## src/rtl/ramb4_s2_port_arb.sv

```systemverilog
// Round-robin arbiter for two requesters sharing port A of a 2048x2 block RAM.
// Define RAMB4_ARB_CLEAR_EN to zero-fill (CLR_VALUE) the whole array after reset.
module ramb4_s2_port_arb #(
  parameter int                ADDR_W    = 11,
  parameter int                DATA_W    = 2,
  parameter bit                PRIO_INIT = 1'b0,
  parameter logic [DATA_W-1:0] CLR_VALUE = '0
) (
  input  logic              CLKA,
  input  logic              RSTB,
  input  logic              req0,
  input  logic              we0,
  input  logic [ADDR_W-1:0] addr0,
  input  logic [DATA_W-1:0] din0,
  output logic              gnt0,
  output logic              rvalid0,
  input  logic              req1,
  input  logic              we1,
  input  logic [ADDR_W-1:0] addr1,
  input  logic [DATA_W-1:0] din1,
  output logic              gnt1,
  output logic              rvalid1,
  output logic [DATA_W-1:0] rdata,
  output logic              busy,
  output logic              ram_en,
  output logic              ram_we,
  output logic              ram_rst,
  output logic [ADDR_W-1:0] ram_addr,
  output logic [DATA_W-1:0] ram_di,
  input  logic [DATA_W-1:0] ram_do
);

  logic last_gnt_reg, last_gnt_next;
  logic rvalid0_reg, rvalid1_reg;
  logic serve;

`ifdef RAMB4_ARB_CLEAR_EN
  typedef enum logic {ST_CLEAR, ST_SERVE} state_t;
  state_t            state_reg, state_next;
  logic [ADDR_W-1:0] clr_cnt_reg, clr_cnt_next;

  always_ff @(posedge CLKA) begin
    if (RSTB) begin
      state_reg   <= ST_CLEAR;
      clr_cnt_reg <= '0;
    end else begin
      state_reg   <= state_next;
      clr_cnt_reg <= clr_cnt_next;
    end
  end

  always_comb begin
    state_next   = state_reg;
    clr_cnt_next = clr_cnt_reg;
    if (state_reg == ST_CLEAR) begin
      clr_cnt_next = clr_cnt_reg + 1'b1;
      if (&clr_cnt_reg)
        state_next = ST_SERVE;
    end
  end

  assign serve = (state_reg == ST_SERVE);
`else
  assign serve = 1'b1;
`endif

  // Contended cycle goes to whoever did not win last; lone requests win outright.
  always_comb begin
    gnt0 = 1'b0;
    gnt1 = 1'b0;
    if (serve) begin
      if (req0 && req1) begin
        if (last_gnt_reg)
          gnt0 = 1'b1;
        else
          gnt1 = 1'b1;
      end else begin
        gnt0 = req0;
        gnt1 = req1;
      end
    end
  end

  always_comb begin
    ram_en        = gnt0 | gnt1;
    ram_we        = 1'b0;
    ram_addr      = '0;
    ram_di        = CLR_VALUE;
    last_gnt_next = last_gnt_reg;
    if (gnt1) begin
      ram_we        = we1;
      ram_addr      = addr1;
      ram_di        = din1;
      last_gnt_next = 1'b1;
    end else if (gnt0) begin
      ram_we        = we0;
      ram_addr      = addr0;
      ram_di        = din0;
      last_gnt_next = 1'b0;
    end
`ifdef RAMB4_ARB_CLEAR_EN
    if (!serve) begin
      ram_en   = 1'b1;
      ram_we   = 1'b1;
      ram_addr = clr_cnt_reg;
      ram_di   = CLR_VALUE;
    end
`endif
  end

  always_ff @(posedge CLKA) begin
    if (RSTB) begin
      last_gnt_reg <= ~PRIO_INIT;
      rvalid0_reg  <= 1'b0;
      rvalid1_reg  <= 1'b0;
    end else begin
      last_gnt_reg <= last_gnt_next;
      rvalid0_reg  <= gnt0 & ~we0;
      rvalid1_reg  <= gnt1 & ~we1;
    end
  end

  assign rvalid0 = rvalid0_reg;
  assign rvalid1 = rvalid1_reg;
  assign rdata   = ram_do;
  assign busy    = ~serve;
  assign ram_rst = 1'b0;

endmodule

```

## config.mk

```make
export PLATFORM = sky130hd
export DESIGN_NAME = ramb4_s2_port_arb
export DESIGN_NICKNAME = d
export VERILOG_FILES = /design/src/rtl/ramb4_s2_port_arb.sv
export SDC_FILE = /design/constraint.sdc
export NUM_CORES = 1
export LEC_CHECK = 0
export CAP_MARGIN = 20
export CELL_PAD_IN_SITES_DETAIL_PLACEMENT = 1
export CELL_PAD_IN_SITES_GLOBAL_PLACEMENT = 1
export CORE_ASPECT_RATIO = 2
export CORE_MARGIN = 1
export CORE_UTILIZATION = 13
export CTS_CLUSTER_DIAMETER = 60
export DETAILED_ROUTE_END_ITERATION = 7
export PLACE_DENSITY_LB_ADDON = 0.1
export SYNTH_ARGS = -nofsm -noshare
export SYNTH_HDL_FRONTEND = slang
export SYNTH_SLANG_ARGS = --single-unit
```

## constraint.sdc

```tcl
create_clock -name CLKA -period 1.35 [get_ports CLKA]
set_input_delay 0.27 -clock CLKA [delete_from_list [all_inputs] [get_ports CLKA]]
set_output_delay 0.27 -clock CLKA [all_outputs]
set_load 0.02 [all_outputs]
```

* Yosys cells after proc, flatten, opt, wreduce, memory -nomap -nowiden *
Index checks and enable logic that the tools add are counted.

storage, ports and cells
  register bits = 3
  output and inout bits = 23

cells by class
  mux-type cells = 10
  bitwise gates (word level) = 5
  reduce and logical (&&, ||, !) cells = 2

operators with widths
  operator            number
  11-bit two-way mux  2
  1-bit two-way mux   6
  2-bit two-way mux   2
  1-bit bitwise AND   2
  1-bit inverter      2
  2-bit OR reduction  1
  1-bit logical AND   1
  1-bit OR            1

* Logic depth before layout (Yosys ltp) *
Gate-level depths: netlist of run 1.

  depth in word-level cells = 4
  gate-level depth with buffers = 4
  mapped depth without buffers = 2

* Worst setup path after synthesis of run 1 *
OpenSTA, ideal clock, no wires.

  kind = in2out
  from = input port req0
  to = output port ram_addr[1]
  arrival = 1.102 ns
  slack = -0.022 ns
  stages on the path = 4
  path buffers = 2
  cell sequence = buf_2 > a21boi_4 > buf_4 > a32o_1

between the ends
  elaborated cells between the ends (all ways) = 5
  classes of those cells = mux (4); reduce/logical (1)

RTL lines
  item                RTL line  text
  start: declaration  11        input logic req0,
  1-bit logical AND   72        if (req0 && req1) begin
  1-bit two-way mux   72
  named net gnt1      21        output logic gnt1,
  11-bit two-way mux  90        if (gnt1) begin
  end: declaration    28        output logic [ADDR_W-1:0] ram_addr,

The timed path passes the listed nets, and every way through them passes these cells.

* Final worst setup path of run 1 *
  from = register last_gnt_reg
  to = output port ram_we

between the ends
  longest elaborated chain between the ends = 4
  elaborated cells between the ends (all ways) = 6
  classes of those cells = mux (6)

ends and longest elaborated chain
  item                      RTL line  text
  start: declaration        33        logic last_gnt_reg, last_gnt_next;
  start signal: assignment  113       last_gnt_reg <= ~PRIO_INIT;
  start signal: assignment  117       last_gnt_reg <= last_gnt_next;
  1-bit two-way mux         73        if (last_gnt_reg)
  1-bit two-way mux         72
  1-bit two-way mux         95        end else if (gnt0) begin
  1-bit two-way mux (*)     90
  end: declaration          26        output logic ram_we,

Every way passes the cells marked *; elsewhere a longest branch is shown, timed or not.

==> results of run 1 <==
## critical path: cells and delay by family (launching register included)
family | cells | cell delay (ns)
AND/OR/NAND/NOR | 1 | 0.16
buffers and inverters | 2 | 0.27
flip-flops | 1 | 0.35
AO/OA/AOI/OAI | 1 | 0.24
## final cells by class
type / count / area share [%]
timing repair buffer: 65 / 63.6
multi-input combinational: 26 / 22.9
sequential: 3 / 5.99
clock buffer: 4 / 4.23
tap: 28 / 3.29
## layer usage
metal	vias to the layer above	part of all wire, %	track usage (%)
li1	267	-	-
met1	264	33	14.0
met2	36	60	27.5
met3	0	6.7	1.16
met4	0	0	3.10
met5	-	0	0
## through the flow
stage,setup TNS (ns),utilization (%),cells
final,-2.11,41.0,126
after CTS,-2.15,40.7,125
after floorplan,0,-,38
after global placement,-13.45,34.2,115
after global routing,-2.47,41.0,126
after detailed placement,-13.65,34.2,115
## power groups by stage
stage | clock (mW) | combinational, mW | sequential (mW)
2_1_floorplan | 0 | 0.161 | 0.101
3_3_place_gp | 0 | 0.351 | 0.0986
3_5_place_dp | 0 | 0.352 | 0.0988
4_1_cts | 0.261 | 0.403 | 0.0973
5_1_grt | 0.266 | 0.424 | 0.0975
6_report | 0.256 | 0.402 | 0.0971
## cell families after synthesis
logic type	Yosys count	share of synthesized area, %
flops	3	16.6
other cells	1	1.03
simple gates	8	13.4
compound gates	16	48.6
buf+inv	9	20.3
## worst paths after layout
| kind | cells after the start | endpoint | from |
|---|---|---|---|
| worst min-delay path | 2 | last_gnt_reg$_SDFFE_PP1P_ | last_gnt_reg$_SDFFE_PP1P_ |
| worst max register to register | 5 | rvalid0$_SDFF_PP0_ | last_gnt_reg$_SDFFE_PP1P_ |
| worst min register to register | 2 | last_gnt_reg$_SDFFE_PP1P_ | last_gnt_reg$_SDFFE_PP1P_ |
| worst max-delay path | 4 | ram_we | last_gnt_reg$_SDFFE_PP1P_ |
## what timing repair did
| item | in CTS | in global routing |
|---|---|---|
| pin swaps | 14 | 0 |
| gates resized for setup | 117 | 0 |
| setup endpoints to repair | 19 | 15 |
| buffers inserted | 5 | 1 |
| cloned | 1 | 0 |
## cells in the final DEF (no fill, tap or decap)
master	netlist	layout
conb_1	1	2
clkdlybuf4s50_1	0	29
clkbuf_1	0	1
and2_2	1	1
buf_12	0	3
nand2b_4	0	1
a32o_1	6	3
nand2_1	1	1
buf_4	5	7
clkdlybuf4s15_2	0	2
clkbuf_8	0	3
and3_2	1	1
a21o_1	1	1
nor3b_1	1	1
or2_2	2	2
a21boi_4	1	1
dlygate4sd2_1	0	2
nor2_1	1	1
dfxtp_1	3	2
buf_2	2	2
a32o_2	8	11
buf_6	1	20
dfxtp_4	0	1
==> impl_metrics.csv, run 1 <==
group,metric,value,unit
critical_path,end_kind,"output pin",
die,dieArea,3020,µm²
grt,overflow,0,
clocking,cts_tree,"built",
place,gp_congestion,0.684,
power,p_leak,0.505,nW
sta,finClkSkew,0.000866,ns
final_layout,fill_cells,299,
clocking,holdBufCountCts,0,
place,dpl.hpwl,1.43,mm
power,p_sw,0.215,mW
critical_path,cp.arrival,1.24,ns
sta,period_minus_slack,1.51,ns
clocking,clkTransAtPathRegs,0.03,ns
power,peakVddDrop,0.354,mV
yosys,synth_area_leaders,"a32o_2 25%, a32o_1 17%, dfxtp_1 17%",
grt,grt_usage,13.9,%
final_layout,multiInputGateArea,244,µm²
yosys,synth_area_per_cell,9.81,µm²
yosys,synthCells,37,
yosys,synth_top_area_share,24.8,%
sta,whs,0.532,ns
power,power_frac_seq,12.9,%
die,start_util,13.9,%
worst_hold_path,hold_path_class,"reg -> reg",
yosys,post-synth-top-area-cell,"a32o_2",
yosys,synth_common_cells,"8 x a32o_2, 6 x a32o_1, 5 x buf_4",
final_layout,nets,133,
yosys,ys_ff_latch,3,
yosys,synth_edf_count,0,
yosys,async_flop_share,0,%
power,intPower,0.540,mW
critical_path,cp-start-kind,"flop",
grt,grt_max_degree,9,
critical_path,path_cells,"nand2b_4, buf_6, a32o_2, buf_6",
power,clkPwrFrac,33.9,%
routing,viasPerCell,4.50,
sta,hold_viol_final,0,
sta,setup_viol_count_final,15,
sta,rsz0062_at_grt,"true",
routing,ant_nets,0,
routing,drtIter0Drc,4,
die,io_pins,57,
power,fin_total_pwr,0.755,mW
critical_path,cp_slowest_cell,"dfxtp_4",
clocking,clock-sinks,3,
grt,grt_pass1_vias,665,
clocking,numCtsBuffers,3,
routing,drc_errors,0,
critical_path,rrSetupSlack,0.16,ns
routing,first_pass_iters,2,
critical_path,cpMostUsedCell,"buf_6",
flow_run,max_cap_violations,0,
final_layout,antenna_cells,0,
yosys,ys_types,17,
status,outcome,"finished with violations",
critical_path,cpPeakStageDelay,0.35,ns
grt,antenna_found_initial,0,
routing,wire_per_inst,15.4,µm
routing,vias,567,
yosys,yosys_warnings,0,
clocking,cts_buffer_depth,2,
critical_path,crit_required,1.08,ns
place,dpl_cell_area,890,µm²
power,p_comb_share,53.2,%
die,die_w,39.4,µm
final_layout,fin_area,1070,µm²
clocking,clk_latency,0.21,ns
die,fp.coreArea,2600,µm²
sta,final_max_slew_viol_count,0,
power,p_sw_share,28.5,%
critical_path,crit_fanout,7,
clocking,cts_root_buf,"clkbuf_8",
die,die_h,76.7,µm
sta,layout_worst_path_cycle_share,112,%
final_layout,seqCellArea,63.8,µm²
sta,timing.fmax,0.664,GHz
yosys,yosysMostFrequentCell,"a32o_2",
power,p_per_area,708,nW/µm²
routing,drt-total-wl,1.94,mm
yosys,ys_seq_area_share,16.6,%
status,violations,"setup timing",
clocking,ctsHtreeMaxLevel,1,
final_layout,area.growth.synth_to_final,194,%
grt,grt_pass1_wl,3.04,mm
place,portBuffers,50,
sta,worst_slack,-0.155,ns
critical_path,path_class,"reg -> out",
place,dp_slack,-0.823,ns
final_layout,layout-drive-gt1-share,56.1,%
yosys,dominantRegCellSynth,"dfxtp_1",
die,row_count,26,
yosys,syn-cell-area,363,µm²
No activity file was read; power rests on OpenSTA's default activity.
==> inputs of run 2 (changes only) <==
- TNS_END_PERCENT: default -> 1
==> run 2 against run 1 <==
The flow still finishes with violations (setup timing). Register-to-register slack barely moved. Critical path depth did not move. Sequential cell count did not move. Global-route usage fell by 0.054 points. Setup slack improved by 0.0013 ns. Highest routed layer unchanged.
==> impl_metrics.csv, run 2 (synthesized netlist as in run 1, its figures left out) <==
group,metric,value,unit
clocking,clk_latency,0.21,ns
critical_path,crit_required,1.08,ns
critical_path,end_kind,"output pin",
routing,drtIter0Drc,5,
die,row_count,26,
critical_path,path_class,"reg -> out",
final_layout,fin_area,1070,µm²
grt,grt_pass1_wl,3.04,mm
power,p_per_area,708,nW/µm²
routing,drt-total-wl,1.94,mm
sta,layout_worst_path_cycle_share,111,%
die,die_h,76.7,µm
routing,drc_errors,0,
grt,grt_pass1_vias,668,
clocking,numCtsBuffers,3,
status,outcome,"finished with violations",
die,start_util,13.9,%
die,fp.coreArea,2600,µm²
routing,wire_per_inst,15.4,µm
final_layout,layout-drive-gt1-share,56.1,%
power,peakVddDrop,0.354,mV
sta,setup_viol_count_final,15,
final_layout,seqCellArea,63.8,µm²
clocking,clkTransAtPathRegs,0.03,ns
die,dieArea,3020,µm²
die,io_pins,57,
final_layout,multiInputGateArea,244,µm²
final_layout,nets,133,
status,violations,"setup timing",
sta,final_max_slew_viol_count,0,
grt,antenna_found_initial,0,
die,die_w,39.4,µm
critical_path,cp.arrival,1.23,ns
final_layout,instances_no_fill,126,
grt,grt_usage,13.9,%
power,fin_total_pwr,0.755,mW
sta,rsz0062_at_grt,"true",
place,gp_congestion,0.684,
clocking,cts_root_buf,"clkbuf_8",
final_layout,fin_util,41.0,%
clocking,cts_buffer_depth,2,
clocking,cts_tree,"built",
place,dpl.hpwl,1.43,mm
critical_path,cp-start-kind,"flop",
place,dp_cells,115,
flow_run,max_cap_violations,0,
final_layout,antenna_cells,0,
clocking,clock-sinks,3,
sta,period_minus_slack,1.50,ns
final_layout,final_common_cell,"clkdlybuf4s50_1",
final_layout,area.growth.synth_to_final,194,%
final_layout,fill_cells,299,
sta,worst_slack,-0.154,ns
place,portBuffers,50,
final_layout,final_cell_mix,"29 x clkdlybuf4s50_1, 20 x buf_6, 11 x a32o_2, 7 x buf_4",
grt,grt_max_degree,9,
critical_path,crit_fanout,7,
clocking,holdBufCountCts,0,
sta,timing.fmax,0.665,GHz
routing,first_pass_iters,2,
worst_hold_path,hold_path_class,"reg -> reg",
routing,ant_nets,0,
power,p_leak,0.505,nW
clocking,ctsHtreeMaxLevel,1,
sta,finClkSkew,0.00105,ns
grt,overflow,0,
place,dpl_cell_area,890,µm²
routing,vias,564,
sta,hold_viol_final,0,
routing,viasPerCell,4.48,
-- run 2: cell counts in the layout (fill, tap and decap cells not counted) --
No cell type changed its count.
-- run 2: final cells by class --
cell class              count  area share (%)
well taps                  28            3.29
repair buffers             65            63.6
flip-flops and latches      3            5.99
multi-input cells          26            22.9
clock buffers               4            4.23
-- run 2: worst max-delay path, stage by stage (launching register included) --
cell and delay, ns:
dfxtp_4 0.35, nand2b_4 0.16, buf_6 0.14, a32o_2 0.25, buf_6 0.13
-- run 2: final timing paths --
path                        startpoint                        end  slack, ns  cells after the start
max          last_gnt_reg$_SDFFE_PP1P_                     ram_we      -0.15                      4
min          last_gnt_reg$_SDFFE_PP1P_  last_gnt_reg$_SDFFE_PP1P_       0.53                      2
max reg2reg  last_gnt_reg$_SDFFE_PP1P_         rvalid0$_SDFF_PP0_       0.16                      5
min reg2reg  last_gnt_reg$_SDFFE_PP1P_  last_gnt_reg$_SDFFE_PP1P_       0.53                      2
-- run 2: power breakdown --
part	internal [mW]	switching, mW	total [mW]
clock network	0.201	0.0551	0.256
registers	0.0935	0.00362	0.0971
logic	0.246	0.156	0.402
total	0.540	0.215	0.755
-- run 2: metrics by stage --
| stage | worst slack [ns] | TNS [ns] | hold slack, ns |
|---|---|---|---|
| final | -0.154 | -2.09 | 0.531 |
| after global routing | -0.176 | -2.46 | 0.540 |
| after CTS | -0.155 | -2.17 | 0.540 |
| after detailed placement | -0.823 | -13.65 | 0.540 |
| after global placement | -0.814 | -13.45 | 0.528 |
| after floorplan | 0.0294 | 0 | 0.345 |
-- run 2: routing by layer --
metal	up-vias	part of all wire (%)	global-route usage [%]
li1	266	-	-
met1	262	32	13.9
met2	36	61	27.5
met3	0	6.8	1.16
met4	0	0	3.10
met5	-	0	0
-- run 2: repair_timing --
action / in CTS / in global routing
cloned: 1 / 0
pin swaps: 14 / 0
gates resized for setup: 115 / 2
setup endpoints to repair: 19 / 15
buffers inserted: 5 / 1
